--- src/rtl/fp_mult_round.sv ---
// IEEE-754 single-precision multiply back end: classifies the operands at issue, then
// normalizes and rounds an external LAT-cycle mantissa product. Define FP_MULT_RNE_EN to get round-to-nearest-even; otherwise the result is truncated.
module fp_mult_round #(
    parameter int LAT = 10
) (
    input  logic        clk,
    input  logic        rst_n,
    input  logic        in_valid,
    input  logic [31:0] a,
    input  logic [31:0] b,
    input  logic [63:0] prod,
    output logic        out_valid,
    output logic [31:0] result,
    output logic [3:0]  flags
);

    // CL_NAN covers every invalid case (NaN operand or Inf x Zero)
    typedef enum logic [1:0] {CL_NORM, CL_ZERO, CL_INF, CL_NAN} cls_t;

    typedef struct packed {
        logic               sgn;
        logic signed [9:0]  exp;
        cls_t               cls;
    } meta_t;

    logic [7:0]  ea, eb;
    logic        a_nan, b_nan, a_inf, b_inf, a_zero, b_zero;
    meta_t       issue_meta;

    logic [LAT:1] vld_pipe;
    meta_t        meta_pipe [1:LAT];

    logic              n_vld, n_g, n_s;
    meta_t             n_meta;
    logic [23:0]       n_mant;
    logic [23:0]       nrm_mant;
    logic              nrm_g, nrm_s;
    logic signed [9:0] nrm_exp;

    logic              inc;
    logic [30:0]       ovf_val;
    logic [24:0]       m25;
    logic [23:0]       mant_r;
    logic signed [9:0] exp_r;
    logic [31:0]       res_c;
    logic [3:0]        flg_c;

    logic unused_prod_hi;
    assign unused_prod_hi = ^prod[63:48];

    assign ea     = a[30:23];
    assign eb     = b[30:23];
    assign a_nan  = (&ea) & (|a[22:0]);
    assign b_nan  = (&eb) & (|b[22:0]);
    assign a_inf  = (&ea) & ~(|a[22:0]);
    assign b_inf  = (&eb) & ~(|b[22:0]);
    assign a_zero = (ea == 8'd0);
    assign b_zero = (eb == 8'd0);

    always_comb begin
        issue_meta.sgn = a[31] ^ b[31];
        issue_meta.exp = $signed({2'b00, ea}) + $signed({2'b00, eb}) - 10'sd127;
        if (a_nan || b_nan || (a_inf && b_zero) || (b_inf && a_zero))
            issue_meta.cls = CL_NAN;
        else if (a_inf || b_inf)
            issue_meta.cls = CL_INF;
        else if (a_zero || b_zero)
            issue_meta.cls = CL_ZERO;
        else
            issue_meta.cls = CL_NORM;
    end

    // Side-band shift register lines sign/exponent/class up with prod
    always_ff @(posedge clk or negedge rst_n) begin
        if (!rst_n) begin
            vld_pipe <= '0;
            for (int i = 1; i <= LAT; i++) meta_pipe[i] <= '0;
        end else begin
            vld_pipe     <= LAT'({vld_pipe, in_valid});
            meta_pipe[1] <= issue_meta;
            for (int i = 2; i <= LAT; i++) meta_pipe[i] <= meta_pipe[i-1];
        end
    end

    always_comb begin
        if (prod[47]) begin
            nrm_mant = prod[47:24];
            nrm_g    = prod[23];
            nrm_s    = |prod[22:0];
            nrm_exp  = meta_pipe[LAT].exp + 10'sd1;
        end else begin
            nrm_mant = prod[46:23];
            nrm_g    = prod[22];
            nrm_s    = |prod[21:0];
            nrm_exp  = meta_pipe[LAT].exp;
        end
    end

    always_ff @(posedge clk or negedge rst_n) begin
        if (!rst_n) begin
            n_vld  <= 1'b0;
            n_meta <= '0;
            n_mant <= '0;
            n_g    <= 1'b0;
            n_s    <= 1'b0;
        end else begin
            n_vld <= vld_pipe[LAT];
            if (vld_pipe[LAT]) begin
                n_meta.sgn <= meta_pipe[LAT].sgn;
                n_meta.cls <= meta_pipe[LAT].cls;
                n_meta.exp <= nrm_exp;
                n_mant     <= nrm_mant;
                n_g        <= nrm_g;
                n_s        <= nrm_s;
            end
        end
    end

`ifdef FP_MULT_RNE_EN
    assign inc     = n_g & (n_s | n_mant[0]);
    assign ovf_val = 31'h7F80_0000;
`else
    assign inc     = 1'b0;
    assign ovf_val = 31'h7F7F_FFFF;
`endif

    always_comb begin
        m25    = {1'b0, n_mant} + {24'd0, inc};
        mant_r = m25[23:0];
        exp_r  = n_meta.exp;
        if (m25[24]) begin
            mant_r = 24'h80_0000;
            exp_r  = n_meta.exp + 10'sd1;
        end
        res_c = 32'd0;
        flg_c = 4'd0;
        case (n_meta.cls)
            CL_NAN: begin
                res_c = 32'h7FC0_0000;
                flg_c = 4'b1000;
            end
            CL_INF:  res_c = {n_meta.sgn, 31'h7F80_0000};
            CL_ZERO: res_c = {n_meta.sgn, 31'd0};
            default: begin
                if (exp_r >= 10'sd255) begin
                    res_c = {n_meta.sgn, ovf_val};
                    flg_c = 4'b0101;
                end else if (exp_r <= 10'sd0) begin
                    res_c = {n_meta.sgn, 31'd0};
                    flg_c = 4'b0011;
                end else begin
                    res_c = {n_meta.sgn, exp_r[7:0], mant_r[22:0]};
                    flg_c = {3'b000, n_g | n_s};
                end
            end
        endcase
    end

    always_ff @(posedge clk or negedge rst_n) begin
        if (!rst_n) begin
            out_valid <= 1'b0;
            result    <= '0;
            flags     <= '0;
        end else begin
            out_valid <= n_vld;
            if (n_vld) begin
                result <= res_c;
                flags  <= flg_c;
            end
        end
    end

endmodule

--- config.mk ---
export PLATFORM = sky130hd
export DESIGN_NAME = fp_mult_round
export DESIGN_NICKNAME = d
export VERILOG_FILES = /design/src/rtl/fp_mult_round.sv
export SDC_FILE = /design/constraint.sdc
export NUM_CORES = 1
export LEC_CHECK = 0
export ABC_CLOCK_PERIOD_IN_PS = 2200
export BUFFER_PORTS_ARGS = -buffer_cell sky130_fd_sc_hd__buf_2
export CORE_ASPECT_RATIO = 1.5
export CORE_MARGIN = 5
export CORE_UTILIZATION = 53
export DETAILED_ROUTE_END_ITERATION = 10
export PLACE_DENSITY = 0.78
export RECOVER_POWER = 100
export SETUP_SLACK_MARGIN = 0.5
export SLEW_MARGIN = 10
export SYNTH_ARGS = -nofsm -noshare
export SYNTH_HDL_FRONTEND = slang
export SYNTH_SLANG_ARGS = --single-unit
--- constraint.sdc ---
create_clock -name clk -period 2.2 [get_ports clk]
set_input_delay 0 -clock clk [delete_from_list [all_inputs] [get_ports clk]]
set_output_delay 0 -clock clk [all_outputs]
set_load 0.03 [all_outputs]
==> summary.md, run 1 <==
| Metric | Value |
|---|---|
| Outcome | finished, violations left |
| Failing checks | capacitance limit, slew limit |
| Ys Warns | 0 |
| Critical path origin | n_meta[10]$_DFFE_PN0P_ |
| DR pass1 iterations | 5 |
| Core box area | 13,900 sq um |
| CTS sink cnt | 216 |
| Fmax | 501 MHz |
| Top-count cell post-synth | dfrtp_1 |
| Measured slew at the worst slew-check pin | 1.58 ns |
| FP Rows | 53 |
| Post-DP HPWL | 9770 um |
| Worst setup endpoint | result[6]$_DFFE_PN0P_ |
| Hold Fails Final Rpt | 0 |
| Die width | 107 um |
| Vias/cell | 5.53 |
| Final Cell Area | 9990 sq um |
| Fill count | 840 |
| Pin count of the biggest net entering global routing | 67 |
| Overall fraction of global-route tracks in use | 22.4% |
| Multi-input logic area | 1890 sq um |
| Clock-pin slew on the worst setup and hold paths | 0.07 ns |
| Synthesized Nets | 680 |
| Remaining DRCs | 0 |
| Synth cell types | 36 |
| Initial antenna violation count | 0 |
| Nets@finish | 942 |
| Worst VDD drop | 0.491 mV |
| Bufs on Longest Clock Path | 3 |
| Number of buffers added on ports | 151 |
| Avg WL per Cell | 18.8 um |
| Share of cells above drive strength 1 | 20.6% |
| Seq/Total Area, Yosys | 72.8% |
| Cells after synthesis | 532 |
| Hold/Removal Path Class | primary input to flip-flop |
| Total wire length | 18,300 um |
| Number of H-tree levels | 1 |
| Synth Register Bits | 216 |
| Die H | 155 um |
| Synth Flop Type | dfrtp_1 |
| CP Class | flip-flop to flip-flop |
| Slowest stage cell, crit path | or4_1 |
| Root Buffer | clkbuf_16 |
| Total area of sequential cells | 5410 sq um |
| Met3 WL | 1310 um |
| RSZ-0062 raised after global routing | true |
| FF-to-FF Start | n_meta[10]$_DFFE_PN0P_ |
| Post-synth top cells | dfrtp_1 (216), nor2_1 (56), a21oi_1 (48) |
| Most used cell along the critical path | nor4_4 |
| Final Max Slew Viols | 66 |
| Post-synthesis instance area | 7420 sq um |
| Required @ worst endpoint | 2.54 ns |
| Worst clock skew | 0.0126 ns |
| Period utilization | 90.7% |
| CTS tree | yes |
| Congestion Overflow GR | 0 |
| Final GP Congestion | 0.880 |
| Ports | 168 |
| Max Cap Violations | 1 |
| R2R Path End | result[6]$_DFFE_PN0P_ |
| Worst-skew pair later-pin latency | 0.47 ns |
| Top cells by area, synth | dfrtp_1 (73%), mux2i_1 (3.4%), a21oi_1 (3.2%), a221o_1 (3.0%), nor2_1 (2.8%) |
| CP arrival | 2.34 ns |
| Post-DRT Antenna Nets | 0 |
| Metal-1 WL | 6410 um |
| Slew HR | -5.10% |
| Fraction of registers with async set/reset | 100% |
| Leading area contributor after synthesis | dfrtp_1 |
| Post-DP Area | 8430 sq um |
| Area grow syn2layout | 34.6% |
| Setup TNS | 0 ns |
| PD cells | 969 nW/um^2 |
| DR top layer | met4 |
| Syn Area/Cell | 14.0 sq um |
| First-pass GRT wire length | 29,400 um |
| Startpoint Class | flip-flop |
| Crit-path max FO | 6 |
| Hold Path Depth | 3 |
| Crit path cell chain | or4_1 > nor4_4 > nor4_4 > clkbuf_2 > a221o_1 |
| Leakage dissipation | 0.00469 uW |
| Post-synth EDFFs | 0 |
| Vias in the first global route | 5,939 |
| Met2 wire length | 9890 um |
| Via count | 5,371 |
| Starting Density | 53.6% |
| Post-synth top area share | 72.8% |
| Endpoints failing setup | 0 |
| R2R setup slack | 0.20 ns |
| Worst setup EP type | flip-flop |
| CTS Buf Count | 19 |
| R2R depth | 5 |
| Initial DRC Count | 316 |
| Max stage delay on crit path | 0.57 ns |
| Area of the die | 16,500 sq um |
| Final Critical Period | 2.00 ns |
==> registers in the layout, summed over array words and instances (netlist names) <==
register / count
n_g: 1
n_vld: 1
vld_pipe: 10
out_valid: 1
flags: 4
n_meta: 13
n_mant: 23
n_s: 1
result: 32
meta_pipe: 130
==> through the flow <==
step	setup slack [ns]	total power [uW]	cells	util (%)	hold slack, ns
floorplan	0.414	5650	532	-	-0.296
global placement	0.280	6110	839	60.8	0.0215
detailed placement	0.211	6210	839	60.8	0.0279
CTS	0.239	9720	968	72.4	0.000331
global route	0.116	10100	970	72.1	0.0574
finish	0.205	9680	971	72.1	0.0569
==> area by class of cell <==
class	instances	share of cell area, %
diodes	1	0.0251
repair buffers	261	17.9
inverters	17	0.639
well taps	165	2.07
clock buffers	27	5.56
multi-input cells	279	18.9
clock inverters	5	0.777
flip-flops and latches	216	54.1
==> worst max-delay path: cells and delay by family, from the launching register on <==
kind	cells	cell delay [ns]
AND/OR/NAND/NOR	3	0.95
flip-flops	1	0.37
AO/OA/AOI/OAI	1	0.33
buffers and inverters	1	0.21
==> cells in the final DEF, fill, tap and decap left out, types with 4 or more instances in the layout <==
cell type,n
a221o_1,22
mux2i_1,25
inv_1,17
clkbuf_2,4
xnor2_1,7
a21oi_1,45
a21o_1,5
clkbuf_8,5
o21ai_0,5
dfrtp_1,216
nor4_1,19
clkbuf_16,19
xor2_1,9
buf_6,4
buf_4,6
nor2_1,56
dlygate4sd3_1,90
clkbuf_1,45
nor3_1,7
buf_2,110
nand4_1,11
nand3_1,8
nand2_1,19
ha_1,16
==> power breakdown <==
| part | switching [uW] | internal [uW] |
|---|---|---|
| clock | 1360 | 1990 |
| sequential | 331 | 4630 |
| combinational | 825 | 545 |
| total | 2510 | 7170 |
==> logic make-up after synthesis <==
kind of cell / after synthesis / share of synthesized area, %
flip-flops: 216 / 72.8
XOR/XNOR: 16 / 1.89
AND/OR/NAND/NOR: 129 / 8.48
AO/OA/AOI/OAI: 90 / 8.07
buffers and inverters: 37 / 2.11
multiplexers: 27 / 3.67
adder cells (fa/ha/maj): 17 / 2.97
==> worst min-delay path by stage <==
stage / start / to / slack [ns]
global placement: rst_n / result[24]$_DFFE_PN0P_ / 0.02
detailed placement: rst_n / result[24]$_DFFE_PN0P_ / 0.03
CTS: b[25] / meta_pipe[121]$_DFF_PN0_ / 0.0003
floorplan: rst_n / flags[0]$_DFFE_PN0P_ / -0.30
global route: a[25] / meta_pipe[121]$_DFF_PN0_ / 0.06
finish: a[25] / meta_pipe[121]$_DFF_PN0_ / 0.06
==> timing repair <==
action                                  4_1_cts  5_1_grt
endpoints found under the hold margin       227        0
pin swaps                                     5       13
endpoints found under the setup margin       26       49
cloned                                        2        0
setup buffers                                 3        2
hold buffers                                 92        0
gates resized for setup                       4       17
==> per-layer routing <==
layer  up-vias  track usage [%]
li1       2400                -
met1      2631             25.1
met2       270             41.1
met3        70             4.73
met4         0             9.14
met5         -                0
(Power assumes the default switching activity.)
==> run 2: changes to the inputs <==
--- a/config.mk
+++ b/config.mk
@@ -11,7 +11,7 @@
 export CORE_MARGIN = 5
 export CORE_UTILIZATION = 53
 export DETAILED_ROUTE_END_ITERATION = 10
-export PLACE_DENSITY = 0.78
+export PLACE_DENSITY = 0.89
 export RECOVER_POWER = 100
 export SETUP_SLACK_MARGIN = 0.5
 export SLEW_MARGIN = 10
==> run 2 against run 1 <==
Compared with the run above:
- the run now ends clean
- wire length up 15%
- critical path depth unchanged
- core utilization decreased by 1.0 points
- final cell count fell by 2.1%
- hold slack got worse by 0.056 ns
- cell area down 1.4%
- register-to-register slack got worse by 0.07 ns
- sequential share of layout area rose by 0.78 points
- combinational power is essentially flat
- non-clock buffer count decreased by 21
==> summary.md, run 2 (synthesis results as in run 1) <==
| Metric | Value |
|---|---|
| Overall fraction of global-route tracks in use | 25.6% (+3.2 points) |
| Remaining DRCs | 0 (unchanged) |
| Total wire length | 21,000 um (+15%) |
| DR pass1 iterations | 7 (+2) |
| Measured slew at the worst slew-check pin | 1.11 ns (-0.467 ns) |
| Congestion Overflow GR | 0 (unchanged) |
| Pin count of the biggest net entering global routing | 84 (+25%) |
| Nets@finish | 924 (-1.9%) |
| Max FFs per register | 130 (unchanged) |
| Bufs on Longest Clock Path | 3 (unchanged) |
| Vias in the first global route | 6,237 (+5.0%) |
| WP depth | 5 (unchanged) |
| R2R setup slack | 0.14 ns (-0.07 ns) |
| Slowest stage cell, crit path | or4_4 |
| Startpoint Class | flip-flop |
| Post-Place Worst Slack | 0.210 ns (-0.000860 ns) |
| Critical path origin | n_meta[10]$_DFFE_PN0P_ |
| Slew HR | 26.0% (+31 points) |
| Via count | 5,666 (+5.5%) |
| R2R Path End | result[9]$_DFFE_PN0P_ |
| Max stage delay on crit path | 0.54 ns (-0.03 ns) |
| Fmax | 485 MHz (-3.3%) |
| Hold Fails Final Rpt | 0 (unchanged) |
| Required @ worst endpoint | 2.55 ns (about the same) |
| Number of buffers added on ports | 151 (unchanged) |
| RSZ-0062 raised after global routing | true |
| Final GP Congestion | 0.845 (-4.0%) |
| Ports | 168 (unchanged) |
| CP arrival | 2.42 ns (+0.08 ns) |
| Core box area | 13,900 sq um (unchanged) |
| R2R depth | 5 (unchanged) |
| Die width | 107 um (unchanged) |
| Avg WL per Cell | 22.1 um (+17%) |
| First-pass GRT wire length | 32,800 um (+12%) |
| Clock-pin slew on the worst setup and hold paths | 0.06 ns (about the same) |
| Outcome | finished clean |
| Setup ws final | 0.137 ns (-0.0675 ns) |
| Initial antenna violation count | 0 (unchanged) |
| Area grow syn2layout | 32.7% |
| CTS sink cnt | 216 (unchanged) |
| CTS tree | yes |
| Top reg by flops | meta_pipe |
| Final Critical Period | 2.06 ns (+0.0675 ns) |
| FF-to-FF Start | n_meta[10]$_DFFE_PN0P_ |
| Vias/cell | 5.96 (+7.7%) |
| Hold/Removal Path Class | primary input to flip-flop |
| Critical path's top delay family | simple AND/OR/NAND/NOR gates |
| PD cells | 1010 nW/um^2 (+4.8%) |
| Worst clock skew | 0.0174 ns (+0.00477 ns) |
| Worst setup EP type | flip-flop |
| Ant diodes | 0 (-1) |
| Share of cells above drive strength 1 | 21.4% (+0.75 points) |
| Commonest non-fill, non-tap cell in the layout | dfrtp_1 |
| Fill count | 782 (-6.9%) |
| Area of the die | 16,500 sq um (unchanged) |
| Root Buffer | clkbuf_16 |
| Initial DRC Count | 549 (+74%) |
| CTS Buf Count | 20 (+1) |
| Crit path cell chain | or4_4 > nor4_2 > buf_6 > nor4_4 > a221o_1 |
| Setup TNS | 0 ns (unchanged) |
| CP Class | flip-flop to flip-flop |
| Crit-path max FO | 11 (+5) |
| Endpoints failing setup | 0 (unchanged) |
| Max Cap Violations | 0 (-1) |
| Worst setup endpoint | result[9]$_DFFE_PN0P_ |
| Number of H-tree levels | 1 (unchanged) |
| Top Registers | meta_pipe (130), result (32), n_mant (23) |
| Die H | 155 um (unchanged) |
| Worst VDD drop | 0.477 mV (-2.7%) |
| Leakage dissipation | 0.00460 uW (-1.9%) |
| Worst-skew pair later-pin latency | 0.49 ns (+0.02 ns) |
| Final Max Slew Viols | 0 (-100%) |
| Worst path bufs/invs | 1 (unchanged) |
| FP Rows | 53 (unchanged) |
| Commonest cells after routing, fill and taps aside | dfrtp_1 (215), buf_2 (112), dlygate4sd3_1 (75) |
| Period utilization | 93.8% (+3.1 points) |
| Post-DRT Antenna Nets | 0 (unchanged) |
| Post-DP HPWL | 10,700 um (+9.0%) |
| Starting Density | 53.6% (unchanged) |
[run 2: metrics by stage]
| step | utilization (%) | instances | power (uW) | instance area (sq um) | hold slack, ns |
|---|---|---|---|---|---|
| 6_report | 71.1 | 951 | 10000 | 9850 | 0.000425 |
| 5_1_grt | 71.1 | 951 | 10400 | 9850 | 0.0465 |
| 4_1_cts | 71.6 | 952 | 9940 | 9920 | -0.000842 |
| 3_5_place_dp | 60.6 | 836 | 6240 | 8400 | 0.0826 |
| 3_3_place_gp | 60.6 | 836 | 6090 | 8400 | 0.0651 |
| 2_1_floorplan | - | 532 | 5650 | 7420 | -0.296 |
[run 2: layout make-up]
cell class              count  area [sq um]  area share (%)
flip-flops and latches    216          5410            54.9
well taps                 165           206            2.10
multi-input cells         281          1930            19.6
clock inverters             4          77.6           0.788
inverters                  17          63.8           0.648
clock buffers              28           602            6.11
repair buffers            240          1570            15.9
[run 2: worst reg2reg max path: cells and delay by family, from the launching register on]
| kind | cells | cell delay (ns) |
|---|---|---|
| and+or+nand+nor | 3 | 0.95 |
| AOI/OAI and AO/OA | 1 | 0.37 |
| buffers and inverters | 1 | 0.21 |
| DFF | 1 | 0.41 |
[run 2: report_power, final]
group | leakage (uW) | switching (uW) | internal (uW)
clock | 0.000334 | 1460 | 2140
combinational | 0.00169 | 861 | 516
sequential | 0.00257 | 390 | 4630
[run 2: metal layers]
| metal | wire length (um) | part of all wire, % | GRT usage (%) |
|---|---|---|---|
| met1 | 6600 | 31 | 26.5 |
| met2 | 11200 | 53 | 47.8 |
| met3 | 1780 | 8.4 | 4.98 |
| met4 | 1450 | 6.9 | 14.1 |
| met5 | 0 | 0 | 0 |
[run 2: how the worst min path moves through the flow]
| stage | start | to | slack, ns | cells after the start |
|---|---|---|---|---|
| 2_1_floorplan | rst_n | flags[0]$_DFFE_PN0P_ | -0.30 | 0 |
| 3_3_place_gp | rst_n | result[30]$_DFFE_PN0P_ | 0.07 | 1 |
| 3_5_place_dp | rst_n | result[30]$_DFFE_PN0P_ | 0.08 | 1 |
| 4_1_cts | b[25] | meta_pipe[121]$_DFF_PN0_ | -0.0008 | 3 |
| 5_1_grt | a[0] | meta_pipe[117]$_DFF_PN0_ | 0.05 | 5 |
| 6_report | a[2] | meta_pipe[117]$_DFF_PN0_ | 0.0004 | 5 |
[run 2: timing repair]
item                                   CTS  global route
setup endpoints to repair               25            42
endpoints found under the hold margin  114             0
pin swaps                                5            15
cloned                                   2             0
gates resized for setup                  2            16
hold buffers                            77             0
setup buffers                            5             1
